$ cat src/rtl/cg_rvarch_decode_stage.sv
// RV32I decode stage: combinational field/immediate decode feeding a two-entry
// (output + skid) register pipeline with a registered ready.
module cg_rvarch_decode_stage #(
    parameter int INSTR_WIDTH = 32,
    parameter int DATA_WIDTH  = 32,
    parameter int ADDR_WIDTH  = 32
) (
    input  logic                   i_clk,
    input  logic                   i_reset_n,
    input  logic                   i_flush,
    input  logic                   i_valid,
    output logic                   o_ready,
    input  logic [INSTR_WIDTH-1:0] i_instr,
    input  logic [ADDR_WIDTH-1:0]  i_pc,
    output logic                   o_valid,
    input  logic                   i_ready,
    output logic [ADDR_WIDTH-1:0]  o_pc,
    output logic [DATA_WIDTH-1:0]  o_imm,
    output logic [2:0]             o_imm_type,
    output logic [4:0]             o_rd,
    output logic [4:0]             o_rs1,
    output logic [4:0]             o_rs2,
    output logic [2:0]             o_funct3,
    output logic [6:0]             o_funct7,
    output logic                   o_illegal
);

    localparam logic [2:0] IMM_NONE = 3'd0;
    localparam logic [2:0] IMM_I    = 3'd1;
    localparam logic [2:0] IMM_S    = 3'd2;
    localparam logic [2:0] IMM_B    = 3'd3;
    localparam logic [2:0] IMM_U    = 3'd4;
    localparam logic [2:0] IMM_J    = 3'd5;

    typedef struct packed {
        logic [ADDR_WIDTH-1:0] pc;
        logic [DATA_WIDTH-1:0] imm;
        logic [2:0]            imm_type;
        logic [4:0]            rd;
        logic [4:0]            rs1;
        logic [4:0]            rs2;
        logic [2:0]            funct3;
        logic [6:0]            funct7;
        logic                  illegal;
    } entry_t;

    entry_t      dec;
    logic [31:0] imm32;
    entry_t      out_q, out_d, skid_q, skid_d;
    logic        out_vld_q, out_vld_d, skid_vld_q, skid_vld_d;
    logic        accept, consume;

    always_comb begin
        dec          = '0;
        imm32        = '0;
        dec.pc       = i_pc;
        dec.rd       = i_instr[11:7];
        dec.rs1      = i_instr[19:15];
        dec.rs2      = i_instr[24:20];
        dec.funct3   = i_instr[14:12];
        dec.funct7   = i_instr[31:25];
        dec.imm_type = IMM_NONE;
        case (i_instr[6:0])
            7'b0000011, 7'b0001111, 7'b0010011, 7'b1100111, 7'b1110011: begin
                dec.imm_type = IMM_I;
                imm32 = {{20{i_instr[31]}}, i_instr[31:20]};
            end
            7'b0100011: begin
                dec.imm_type = IMM_S;
                imm32 = {{20{i_instr[31]}}, i_instr[31:25], i_instr[11:7]};
            end
            7'b1100011: begin
                dec.imm_type = IMM_B;
                imm32 = {{20{i_instr[31]}}, i_instr[7], i_instr[30:25], i_instr[11:8], 1'b0};
            end
            7'b0110111, 7'b0010111: begin
                dec.imm_type = IMM_U;
                imm32 = {i_instr[31:12], 12'b0};
            end
            7'b1101111: begin
                dec.imm_type = IMM_J;
                imm32 = {{12{i_instr[31]}}, i_instr[19:12], i_instr[20], i_instr[30:21], 1'b0};
            end
            7'b0110011: dec.imm_type = IMM_NONE;
            default:    dec.illegal  = 1'b1;
        endcase
        dec.imm = DATA_WIDTH'($signed(imm32));
    end

    assign o_ready = !skid_vld_q;
    assign accept  = i_valid && o_ready;
    assign consume = out_vld_q && i_ready;

    // The skid only fills when the output register is held; while it is full,
    // o_ready is low so a skid drain never coincides with a new accept.
    always_comb begin
        out_d      = out_q;
        out_vld_d  = out_vld_q;
        skid_d     = skid_q;
        skid_vld_d = skid_vld_q;
        if (i_flush) begin
            out_vld_d  = 1'b0;
            skid_vld_d = 1'b0;
        end else if (consume && skid_vld_q) begin
            out_d      = skid_q;
            skid_vld_d = 1'b0;
        end else if (consume || !out_vld_q) begin
            out_vld_d = accept;
            if (accept) out_d = dec;
        end else if (accept) begin
            skid_d     = dec;
            skid_vld_d = 1'b1;
        end
    end

    always_ff @(posedge i_clk or negedge i_reset_n) begin
        if (!i_reset_n) begin
            out_q      <= '0;
            out_vld_q  <= 1'b0;
            skid_q     <= '0;
            skid_vld_q <= 1'b0;
        end else begin
            out_q      <= out_d;
            out_vld_q  <= out_vld_d;
            skid_q     <= skid_d;
            skid_vld_q <= skid_vld_d;
        end
    end

    assign o_valid    = out_vld_q;
    assign o_pc       = out_q.pc;
    assign o_imm      = out_q.imm;
    assign o_imm_type = out_q.imm_type;
    assign o_rd       = out_q.rd;
    assign o_rs1      = out_q.rs1;
    assign o_rs2      = out_q.rs2;
    assign o_funct3   = out_q.funct3;
    assign o_funct7   = out_q.funct7;
    assign o_illegal  = out_q.illegal;

endmodule

$ cat config.mk
export PLATFORM = sky130hd
export DESIGN_NAME = cg_rvarch_decode_stage
export DESIGN_NICKNAME = d
export VERILOG_FILES = /design/src/rtl/cg_rvarch_decode_stage.sv
export SDC_FILE = /design/constraint.sdc
export NUM_CORES = 1
export LEC_CHECK = 0
export BUFFER_PORTS_ARGS = -buffer_cell sky130_fd_sc_hd__buf_2
export CORE_MARGIN = 5
export CORE_UTILIZATION = 37
export CTS_BUF_LIST = sky130_fd_sc_hd__clkbuf_8
export CTS_CLUSTER_DIAMETER = 50
export DETAILED_ROUTE_END_ITERATION = 8
export SYNTH_ARGS = -nofsm -noshare
export SYNTH_HDL_FRONTEND = slang
export SYNTH_SLANG_ARGS = --single-unit
$ cat constraint.sdc
create_clock -name i_clk -period 2.1 [get_ports i_clk]
set_input_delay 0.315 -clock i_clk [delete_from_list [all_inputs] [get_ports i_clk]]
set_output_delay 0.315 -clock i_clk [all_outputs]
set_load 0.01 [all_outputs]
==> impl_results.md, run 1 <==
- Status: finished, final reports clean
- Top cells by area, synth: dfrtp_1 (58%), nand2_1 (15%), a31oi_1 (4.7%)
- CP endpoint kind: flip-flop
- Yosys top cell by area: dfrtp_1
- Clk slew on worst S/H paths: 0.10 ns
- Overall power: 8.56 mW
- Final Max Slew Viols: 0
- Yosys reg bits: 188
- Final worst path period share: 91.2%
- Largest net degree at the start of global routing: 61
- Most frequent cells after synthesis: nand2_1 (334), dfrtp_1 (188), nor2_1 (92)
- Fin area: 0.00980 mm2
- Ports: 164
- Gate power share: 19.7%
- Crit path kind: reg -> reg
- Synthesized cell area: 0.00817 mm2
- Post-CTS Resized: 0
- Startpoint types: flip-flop
- WP data required: 2.43 ns
- Router iterations before antenna repair: 7
- Synth unique cells: between 40 and 50
- Post-route ant nets: 0
- Fin. Hold Viols: 0
- Vias: slightly above 7000
- Slew @ Worst Pin: 0.646 ns
- Gpl congestion: 0.825
- WHS: between 0.05 and 0.06 ns
- Reg2reg path depth: 5
- Final Skew: between 0.01 and 0.015 ns
- Post-place instance area: between 0.009 and 0.01 mm2
- Hold crit path type: in -> reg
- Die extent in y: around 160 um
- CTS tree: done
- Net Sw Power: ~2.7 mW
- Sequential power share: 54.6%
- Max-capacitance violation count: 0
- H-tree levels: 4
- DR vias/cell: approximately 5.1
- Wirelength, routed: 23500 um
- Latest clock arrival within the worst-skew pair: 0.46 ns
- Cell with the most instances after synthesis: nand2_1
- Clock buffer depth: 2
- Layout Area Growth over Synthesis: 20.0%
- Antenna diodes: 0
- Vias in the first global route: 6676
- Yosys top cell area share: around 58%
- Routed len/inst: 16.9 um
- Initial antenna violation count: 0
- Post-synthesis sequential area ratio: 57.6%
- Achievable Freq: 522 MHz
- WP data arrival: 2.25 ns
- Clock root buffer: clkbuf_8
- Setup TNS: 0 ns
- Worst VDD drop: 0.354 mV
- Unrepaired setup endpoints after global routing: false
- Ys async rst share: between 90% and 100%
- Worst-path fanout max: 20
- Pwr dens: around 870 mW/mm2
- Static Leakage: 4.72 nW
- TritonCTS Buffers: 17
- Commonest register cell after synthesis: dfrtp_1
- Detail Placement HPWL: between 15000 and 20000 um
- P_int: 5.90 mW
- Cell count after synthesis: 944
- Starting DRT DRC Count: roughly 560
- Syn_area_per_cell: 8.65 um2
- Rel. slew slack: 57.0%
- # rows: 54
- Final core occ: a little under half
- Core area: 0.0218 mm2
- GR Util All Layers: 18.8%
- Nets: 1168
- Sw Ratio: between 30 and 40%
- Layout cells sized above 1: a little over a fifth
- Number of synthesized flops with an enable pin: 0
- I/O Buffers: 163
- Syn nets: between 1000 and 1500
- First-pass GRT wire length: between 30000 and 40000 um
- Clock Power Share: 25.6%
- Initial Util: 37.5%
- Post-route DRC: 0
- Total gr overflow: 0
- Fin crit period: about 1.9 ns
- Hold Crit Depth: 3
- Clock Sinks: approximately 190
- Final setup violation count: 0
- Ys Warns: 0
- Full die area: 0.0251 mm2
- Die X-Extent: 159 um
worst paths after layout:
check                                       start                      to  slack [ns]
hold / removal                            i_pc[0]  skid_q[61]$_DFFE_PN0P_        0.06
setup / recovery           skid_vld_q$_DFFE_PN0P_    o_imm[2]$_DFFE_PN0P_        0.19
max in group asynchronous               i_reset_n  skid_q[70]$_DFFE_PN0P_        1.06
min in group asynchronous               i_reset_n    o_rs1[1]$_DFFE_PN0P_        0.39
setup reg to reg           skid_vld_q$_DFFE_PN0P_    o_imm[2]$_DFFE_PN0P_        0.19
hold reg to reg             skid_q[3]$_DFFE_PN0P_   skid_q[3]$_DFFE_PN0P_        0.48
final cells by class:
| cell class | count | area, um2 |
|---|---|---|
| Clock buffer | 20 | 275 |
| Clock inverter | 11 | 71.3 |
| Sequential cell | 188 | 4700 |
| Fill cell | 2204 | 12000 |
| Tap cell | 280 | 350 |
| Inverter | 3 | 11.3 |
| Multi-Input combinational cell | 687 | 3190 |
| Timing Repair Buffer | 202 | 1190 |
placed cells by master, fill, tap and decap left out, types with 3 or more instances in the layout:
master,n
or3_1,15
a21oi_1,60
clkbuf_8,21
inv_1,6
nor2_1,92
buf_12,6
nand3_1,20
a22oi_1,4
nor2b_1,3
nand4_1,7
buf_4,32
buf_2,162
and3b_1,3
a211oi_1,3
dfrtp_1,188
nand2_1,333
and3_1,3
a31oi_1,61
a22o_1,6
o21ai_0,45
stage by stage:
| stage | setup WS [ns] | instances |
|---|---|---|
| CTS | 0.200 | 1391 |
| global route | 0.0636 | 1391 |
| global placement | 0.199 | 1359 |
| floorplan | 0.387 | 944 |
| finish | 0.185 | 1391 |
| detailed placement | 0.167 | 1359 |
critical path, cell delays in order (launching register included):
cell,delay [ns]
dfrtp_1,0.47
nand2b_4,0.20
a211o_1,0.55
or3_1,0.43
o21ai_0,0.08
a21oi_1,0.06
cell families (layout without fill, tap and decap cells):
kind of cell | count (synthesis) | in the layout | share of synthesized area, %
AO/OA/AOI/OAI | 195 | 195 | 14.2
buffers and inverters | 69 | 236 | 3.62
flip-flops | 188 | 188 | 57.6
multiplexers | 1 | 1 | 0.123
AND/OR/NAND/NOR | 491 | 491 | 24.5
metal layers:
metal	global-route usage (%)	up-vias	part of all wire [%]
met4	4.67	0	1.5
met1	28.1	3385	47
met2	28.5	228	46
li1	-	3461	-
met3	3.40	27	6.0
met5	0	-	0
timing repair:
action / in CTS / in global routing
setup buffers: 0 / 0
hold buffers: 1 / 0
endpoints found under the hold margin: 41 / 0
state kept, by name, summed over array words and instances (netlist names):
name	flops
o_funct3	3
o_valid	1
o_funct7	7
skid_vld_q	1
o_rd	5
o_pc	32
o_imm	32
o_imm_type	3
o_rs2	5
o_illegal	1
o_rs1	5
skid_q	93
power groups by stage:
stage	Sequential, mW	Combinational (mW)	Clock, mW
6_report	4.68	1.69	2.20
5_1_grt	4.76	1.91	2.42
4_1_cts	4.68	1.72	2.27
3_5_place_dp	4.75	1.72	0
3_3_place_gp	4.73	1.68	0
2_1_floorplan	4.83	0.771	0
Note: power is estimated with default switching activity, not from simulation.
==> run 2: changes to the inputs <==
Settings changed: CORE_MARGIN 5 to unset.
==> run 2 against run 1 <==
- non-clock buffer count shrank 5
- die area is 9.8% lower
- total power rose by 3.1%
- utilization increased by 0.89 points
- final area barely moved
- clock-buffer cell count is 2 lower
- routed wire length shrank 2.7%
- maximum frequency down 1.6%
- worst setup slack got worse by 0.030 ns
- sequential share of layout area is essentially flat
- sequential power barely moved
- cell count is 0.65% lower
- critical endpoint is now o_imm[1]$_DFFE_PN0P_
- largest cell class unchanged
- largest power group unchanged
==> impl_results.md, run 2 (synthesized netlist as in run 1, its figures left out) <==
- Status: finished, final reports clean
- Slew @ Worst Pin: 0.764 ns (+0.118 ns)
- Largest net degree at the start of global routing: 87 (+43%)
- Antenna diodes: 0 (unchanged)
- Die X-Extent: 151 um (-5.0%)
- Max-capacitance violation count: 0 (unchanged)
- Total gr overflow: 0 (unchanged)
- Ports: 164 (unchanged)
- Slowest stage delay, CP: 0.56 ns (about the same)
- Final setup violation count: 0 (unchanged)
- Post-route ant nets: 0 (unchanged)
- Met3 Usage GRT: 4.06% (+0.66 points)
- Wirelength, routed: 22900 um (-2.7%)
- Fin crit period: 1.95 ns (+0.0302 ns)
- CP endpoint kind: flip-flop
- Full die area: 0.0227 mm2 (-9.8%)
- Most frequent cells in the layout: nand2_1 (333), dfrtp_1 (188), buf_2 (162), nor2_1 (92), a31oi_1 (61)
- I/O Buffers: 163 (unchanged)
- Post-place instance area: 0.00940 mm2 (-0.46%)
- Reg-to-Reg End: o_imm[1]$_DFFE_PN0P_
- Routed len/inst: 16.6 um (-2.1%)
- Worst-path fanout max: 19 (-5.0%)
- Clock buffer depth: 2 (unchanged)
- Router iterations before antenna repair: 5 (-2)
- Fin area: 0.00981 mm2 (about the same)
- Vias in the first global route: 6502 (-2.6%)
- CTS tree: done
- Detail Placement HPWL: 15500 um (-5.6%)
- # rows: 53 (-1.9%)
- Top reg by flops: skid_q
- Clk slew on worst S/H paths: 0.11 ns (about the same)
- WP data arrival: 2.29 ns (+0.04 ns)
- Post-CTS Repair Setup Buffers: 0 (unchanged)
- Gpl congestion: 0.878 (+6.5%)
- Nets: 1163 (-0.43%)
- Crit path kind: reg -> reg
- Final Skew: 0.0151 ns (+0.000357 ns)
- Worst Hold Launch: i_pc[15]
- Gr busiest metal: met1
- Reg2Reg Launch Point: skid_vld_q$_DFFE_PN0P_
- Crit path cell chain: nand2b_4 > a211o_1 > or3_1 > o21ai_0 > a21oi_1
- WP data required: 2.45 ns (+0.02 ns)
- Commonest non-fill, non-tap cell in the layout: nand2_1
- GR Util All Layers: 20.9% (+2.1 points)
- Post-route DRC: 0 (unchanged)
- Initial Util: 38.2% (+0.71 points)
- Unrepaired setup endpoints after global routing: false
- First-pass GRT wire length: 36100 um (-3.2%)
- Latest clock arrival within the worst-skew pair: 0.46 ns (about the same)
- Startpoint types: flip-flop
- Reg2Reg Setup Slack: 0.15 ns (-0.03 ns)
- Core area: 0.0214 mm2 (-1.9%)
- Achievable Freq: 514 MHz (-1.6%)
- Starting DRT DRC Count: 467 (-16%)
- Layout Area Growth over Synthesis: 20.1% (about the same)
- Vias: 7082 (-0.27%)
- Fin. Hold Viols: 0 (unchanged)
- DR vias/cell: 5.12 (+0.38%)
- Initial antenna violation count: 0 (unchanged)
- Met2 usage: 30.6% (+2.1 points)
- Worst VDD drop: 0.506 mV (+43%)
- Die extent in y: 151 um (-5.0%)
- # fillers: 2147 (-2.6%)
- Hold crit path type: in -> reg
- Min-Delay Endpoint: skid_q[76]$_DFFE_PN0P_
- H-tree levels: 4 (unchanged)
- Setup TNS: 0 ns (unchanged)
- Worst Setup SP: skid_vld_q$_DFFE_PN0P_
- Static Leakage: 4.71 nW (-0.17%)
- Reg2reg path depth: 5 (unchanged)
- Rel. slew slack: 48.8% (-8.1 points)
- TritonCTS Buffers: 17 (unchanged)
- CP max stage cell: a211o_1
- Number of flip-flops in the largest register: 93 (unchanged)
- Pwr dens: 900 mW/mm2 (+3.0%)
- Layout cells sized above 1: 21.5% (about the same)
- Clock Sinks: 188 (unchanged)
- Final worst path period share: 92.6% (+1.4 points)
- Clock root buffer: clkbuf_8
- Hold Crit Depth: 3 (unchanged)
- GRT met1 Usage: 30.8% (+2.8 points)
- Final Max Slew Viols: 0 (unchanged)
==> run 2: cell types whose count changed in the layout (fill, tap and decap cells not counted), sizes merged <==
cell,before,now
buf,200,195
bufinv,0,1
clkbuf,21,19
clkinv,4,3
clkinvlp,2,1
inv,8,12
==> run 2: routing by layer <==
layer,wire (um),vias up
met4,366,0
li1,-,3447
met5,0,-
met3,1350,26
met1,11100,3381
met2,10100,228
==> run 2: critical path: cells and delay by family, from the launching register on <==
family | cells | cell delay, ns
compound gates | 3 | 0.70
flops | 1 | 0.48
simple gates | 2 | 0.64
==> run 2: stage by stage <==
| step | power (mW) | hold WS, ns | setup WS, ns | cells | utilization [%] |
|---|---|---|---|---|---|
| 2_1_floorplan | 5.61 | 0.0194 | 0.387 | 944 | - |
| 3_3_place_gp | 6.38 | 0.337 | 0.193 | 1349 | 44.0 |
| 3_5_place_dp | 6.43 | 0.339 | 0.116 | 1349 | 44.0 |
| 4_1_cts | 8.92 | 0.00906 | 0.153 | 1382 | 45.9 |
| 5_1_grt | 9.33 | 0.0266 | 0.0596 | 1382 | 45.9 |
| 6_report | 8.83 | 0.0382 | 0.155 | 1382 | 45.9 |
==> run 2: report_power, final <==
part / internal, mW / switching [mW] / total (mW) / leakage [nW]
registers: 4.31 / 0.361 / 4.67 / 2.29
clock network: 1.02 / 1.46 / 2.49 / 0.202
logic: 0.685 / 0.991 / 1.68 / 2.22
==> run 2: timing repair <==
| item | CTS | global route |
|---|---|---|
| hold buffers | 1 | 0 |
| setup endpoints to repair | 0 | 0 |
| hold endpoints to repair | 50 | 0 |
| gates resized for setup | 0 | 0 |
==> run 2: how the worst max path moves through the flow <==
stage / cells past startpoint / slack [ns] / endpoint
floorplan: 6 / 0.39 / o_imm[1]$_DFFE_PN0P_
global placement: 6 / 0.19 / skid_q[48]$_DFFE_PN0P_
detailed placement: 6 / 0.12 / skid_q[42]$_DFFE_PN0P_
CTS: 5 / 0.15 / o_imm[1]$_DFFE_PN0P_
global route: 5 / 0.06 / o_imm[28]$_DFFE_PN0P_
finish: 5 / 0.15 / o_imm[1]$_DFFE_PN0P_
==> run 2: layout make-up <==
cell class | instances | area [um2] | area share (%)
multi-input cells | 687 | 3190 | 32.5
clock inverters | 14 | 151 | 1.54
well taps | 275 | 344 | 3.51
flip-flops and latches | 188 | 4700 | 48.0
repair buffers | 197 | 1160 | 11.8
inverters | 3 | 11.3 | 0.115
clock buffers | 18 | 248 | 2.53
==> run 3: changes to the inputs <==
Settings changed: SETUP_SLACK_MARGIN set to 0.4.
==> run 3 against run 2 <==
- final area is 4.1% higher
- clock-buffer cell count stayed put
- non-clock buffer count is 15 higher
- critical endpoint is now o_imm[22]$_DFFE_PN0P_
- register-to-register slack better by 0.25 ns
==> impl_results.md, run 3 (synthesized netlist as in run 1, its figures left out) <==
- # fillers: 2085 (-2.9%)
- DP Worst Slack: 0.246 ns (+0.130 ns)
- Final Skew: 0.0124 ns (-0.00268 ns)
- Slowest stage delay, CP: 0.45 ns (-0.11 ns)
- Pwr dens: 881 mW/mm2 (-2.2%)
- WP data arrival: 2.05 ns (-0.24 ns)
- Post-route DRC: 0 (unchanged)
- Final WS setup: 0.402 ns (+0.247 ns)
- Core area: 0.0214 mm2 (unchanged)
- Largest net degree at the start of global routing: 59 (-32%)
- Clk slew on worst S/H paths: 0.10 ns (about the same)
- Gate power share: 19.9% (+0.9 points)
- Final Max Slew Viols: 0 (unchanged)
- Nets: 1180 (+1.5%)
- # rows: 53 (unchanged)
- Commonest non-fill, non-tap cell in the layout: nand2_1
- Initial antenna violation count: 0 (unchanged)
- Detail Placement HPWL: 15000 um (-3.1%)
- Slew @ Worst Pin: 0.572 ns (-0.192 ns)
- Fin crit period: 1.70 ns (-0.247 ns)
- Gpl congestion: 0.807 (-8.1%)
- H-tree levels: 4 (unchanged)
- Footprint of the multi-input gates: 0.00326 mm2 (+2.1%)
- CP endpoint kind: flip-flop
- Clock Power Share: 27.9% (-0.3 points)
- Final worst path period share: 80.9% (-12 points)
- WP data required: 2.45 ns (about the same)
- Clock root buffer: clkbuf_8
- Worst-path fanout max: 11 (-8)
- Static Leakage: 4.89 nW (+3.7%)
- Hold Crit Depth: 3 (unchanged)
- Cell Count Post-Placement: 1344 (-0.37%)
- Routed len/inst: 18.2 um (+10%)
- First-pass GRT wire length: 37100 um (+2.9%)
- Layout Area Growth over Synthesis: 25.1%
- Post-route ant nets: 0 (unchanged)
- DR vias/cell: 5.29 (+3.2%)
- Die X-Extent: 151 um (unchanged)
- Antenna diodes: 0 (unchanged)
- Latest clock arrival within the worst-skew pair: 0.46 ns (about the same)
- Total gr overflow: 0 (unchanged)
- Layout cells sized above 1: 23.2% (+1.7 points)
- Storage element area: 0.00471 mm2 (about the same)
- Worst Setup SP: skid_vld_q$_DFFE_PN0P_
- Post-place instance area: 0.00939 mm2 (-0.12%)
- Startpoint types: flip-flop
- Reg2reg path depth: 6 (+1)
- Die extent in y: 151 um (unchanged)
- Worst VDD drop: 0.521 mV (+2.9%)
- Final setup violation count: 0 (unchanged)
- Crit path kind: reg -> reg
- CTS tree: done
- Setup TNS: 0 ns (unchanged)
- Rel. slew slack: 61.8% (+13 points)
- Fin area: 0.0102 mm2 (+4.1%)
- GR Util All Layers: 21.5% (+0.58 points)
- Clock buffer depth: 2 (unchanged)
- P_int: 6.26 mW (+4.0%)
- Top reg by flops: skid_q
- Vias: 7397 (+4.4%)
- Fin. Hold Viols: 0 (unchanged)
- Status: finished, final reports clean
- Max-capacitance violation count: 0 (unchanged)
- Wirelength, routed: 25500 um (+11%)
- CP max stage cell: dfrtp_2
- Most frequent cells in the layout: nand2_1 (331), dfrtp_1 (186), buf_2 (162), nor2_1 (91), a31oi_1 (60)
- Router iterations before antenna repair: 5 (unchanged)
- Worst Hold Launch: i_pc[7]
- Net Sw Power: 2.74 mW (-2.7%)
- I/O Buffers: 163 (unchanged)
- Full die area: 0.0227 mm2 (unchanged)
- Ports: 164 (unchanged)
- TritonCTS Buffers: 17 (unchanged)
- Reg2Reg Launch Point: skid_vld_q$_DFFE_PN0P_
- Crit path cell chain: nand2b_4 > a211o_1 > buf_8 > or3_1 > o21ai_1 > a21oi_1
- Hold crit path type: in -> reg
- Number of flip-flops in the largest register: 93 (unchanged)
- Vias in the first global route: 6754 (+3.9%)
- Unrepaired setup endpoints after global routing: true
- Sw Ratio: 30.4% (-1.4 points)
- Initial Util: 38.2% (unchanged)
- Achievable Freq: 589 MHz (+15%)
- Sequential power share: 52.1% (-0.8 points)
- Starting DRT DRC Count: 607 (+30%)
- Clock Sinks: 188 (unchanged)
- Fin cells: 1399 (+1.2%)
## run 3: changes by cell type in the layout (fill, tap and decap cells not counted), sizes merged
cell | previous run | this run
nand3 | 21 | 22
buf | 195 | 204
clkinvlp | 1 | 3
bufinv | 1 | 3
clkbuf | 19 | 25
and2 | 3 | 4
inv | 12 | 8
## run 3: timing repair
action / in CTS / in global routing
gates cloned: 2 / 9
hold endpoints to repair: 46 / 0
setup buffers: 5 / 6
hold buffers: 1 / 0
endpoints found under the setup margin: 140 / 88
resized for setup: 6 / 28
pin swaps: 2 / 0
## run 3: cell type report
cell class | instances | area share (%)
Multi-Input combinational cell | 689 | 31.9
Clock inverter | 14 | 1.52
Clock buffer | 18 | 2.43
Inverter | 3 | 0.110
Sequential cell | 188 | 46.1
Tap cell | 275 | 3.37
Timing Repair Buffer | 212 | 14.6
## run 3: final timing paths
| kind | to | slack, ns |
|---|---|---|
| worst max-delay path | o_imm[22]$_DFFE_PN0P_ | 0.40 |
| worst min-delay path | skid_q[68]$_DFFE_PN0P_ | 0.06 |
| worst max register to register | o_imm[22]$_DFFE_PN0P_ | 0.40 |
| worst min register to register | skid_q[91]$_DFFE_PN0P_ | 0.48 |
| max in group asynchronous | skid_q[25]$_DFFE_PN0P_ | 1.05 |
| min in group asynchronous | skid_q[91]$_DFFE_PN0P_ | 0.39 |
## run 3: through the flow
stage	hold WS (ns)	utilization, %	power (mW)
global placement	0.310	44.0	6.38
floorplan	0.0194	-	5.61
finish	0.0594	47.8	9.00
detailed placement	0.310	44.0	6.43
global route	0.0270	47.8	9.52
CTS	0.0323	46.4	8.97
## run 3: critical path, delay by kind of cell (launching register included)
| family | cells | cell delay (ns) |
|---|---|---|
| buffers and inverters | 1 | 0.16 |
| flip-flops | 1 | 0.45 |
| AO/OA/AOI/OAI | 3 | 0.46 |
| AND/OR/NAND/NOR | 2 | 0.53 |
## run 3: power groups by stage
stage,clock (mW),combinational (mW),sequential [mW]
3_3_place_gp,0,1.64,4.74
6_report,2.51,1.79,4.69
3_5_place_dp,0,1.67,4.75
4_1_cts,2.57,1.72,4.68
5_1_grt,2.73,2.01,4.78
2_1_floorplan,0,0.771,4.84
## run 3: metal layers
layer	GRT usage [%]	share of wire, %
met4	5.35	1.2
met3	4.09	7.1
met5	0	0
met2	32.7	45
met1	31.2	47
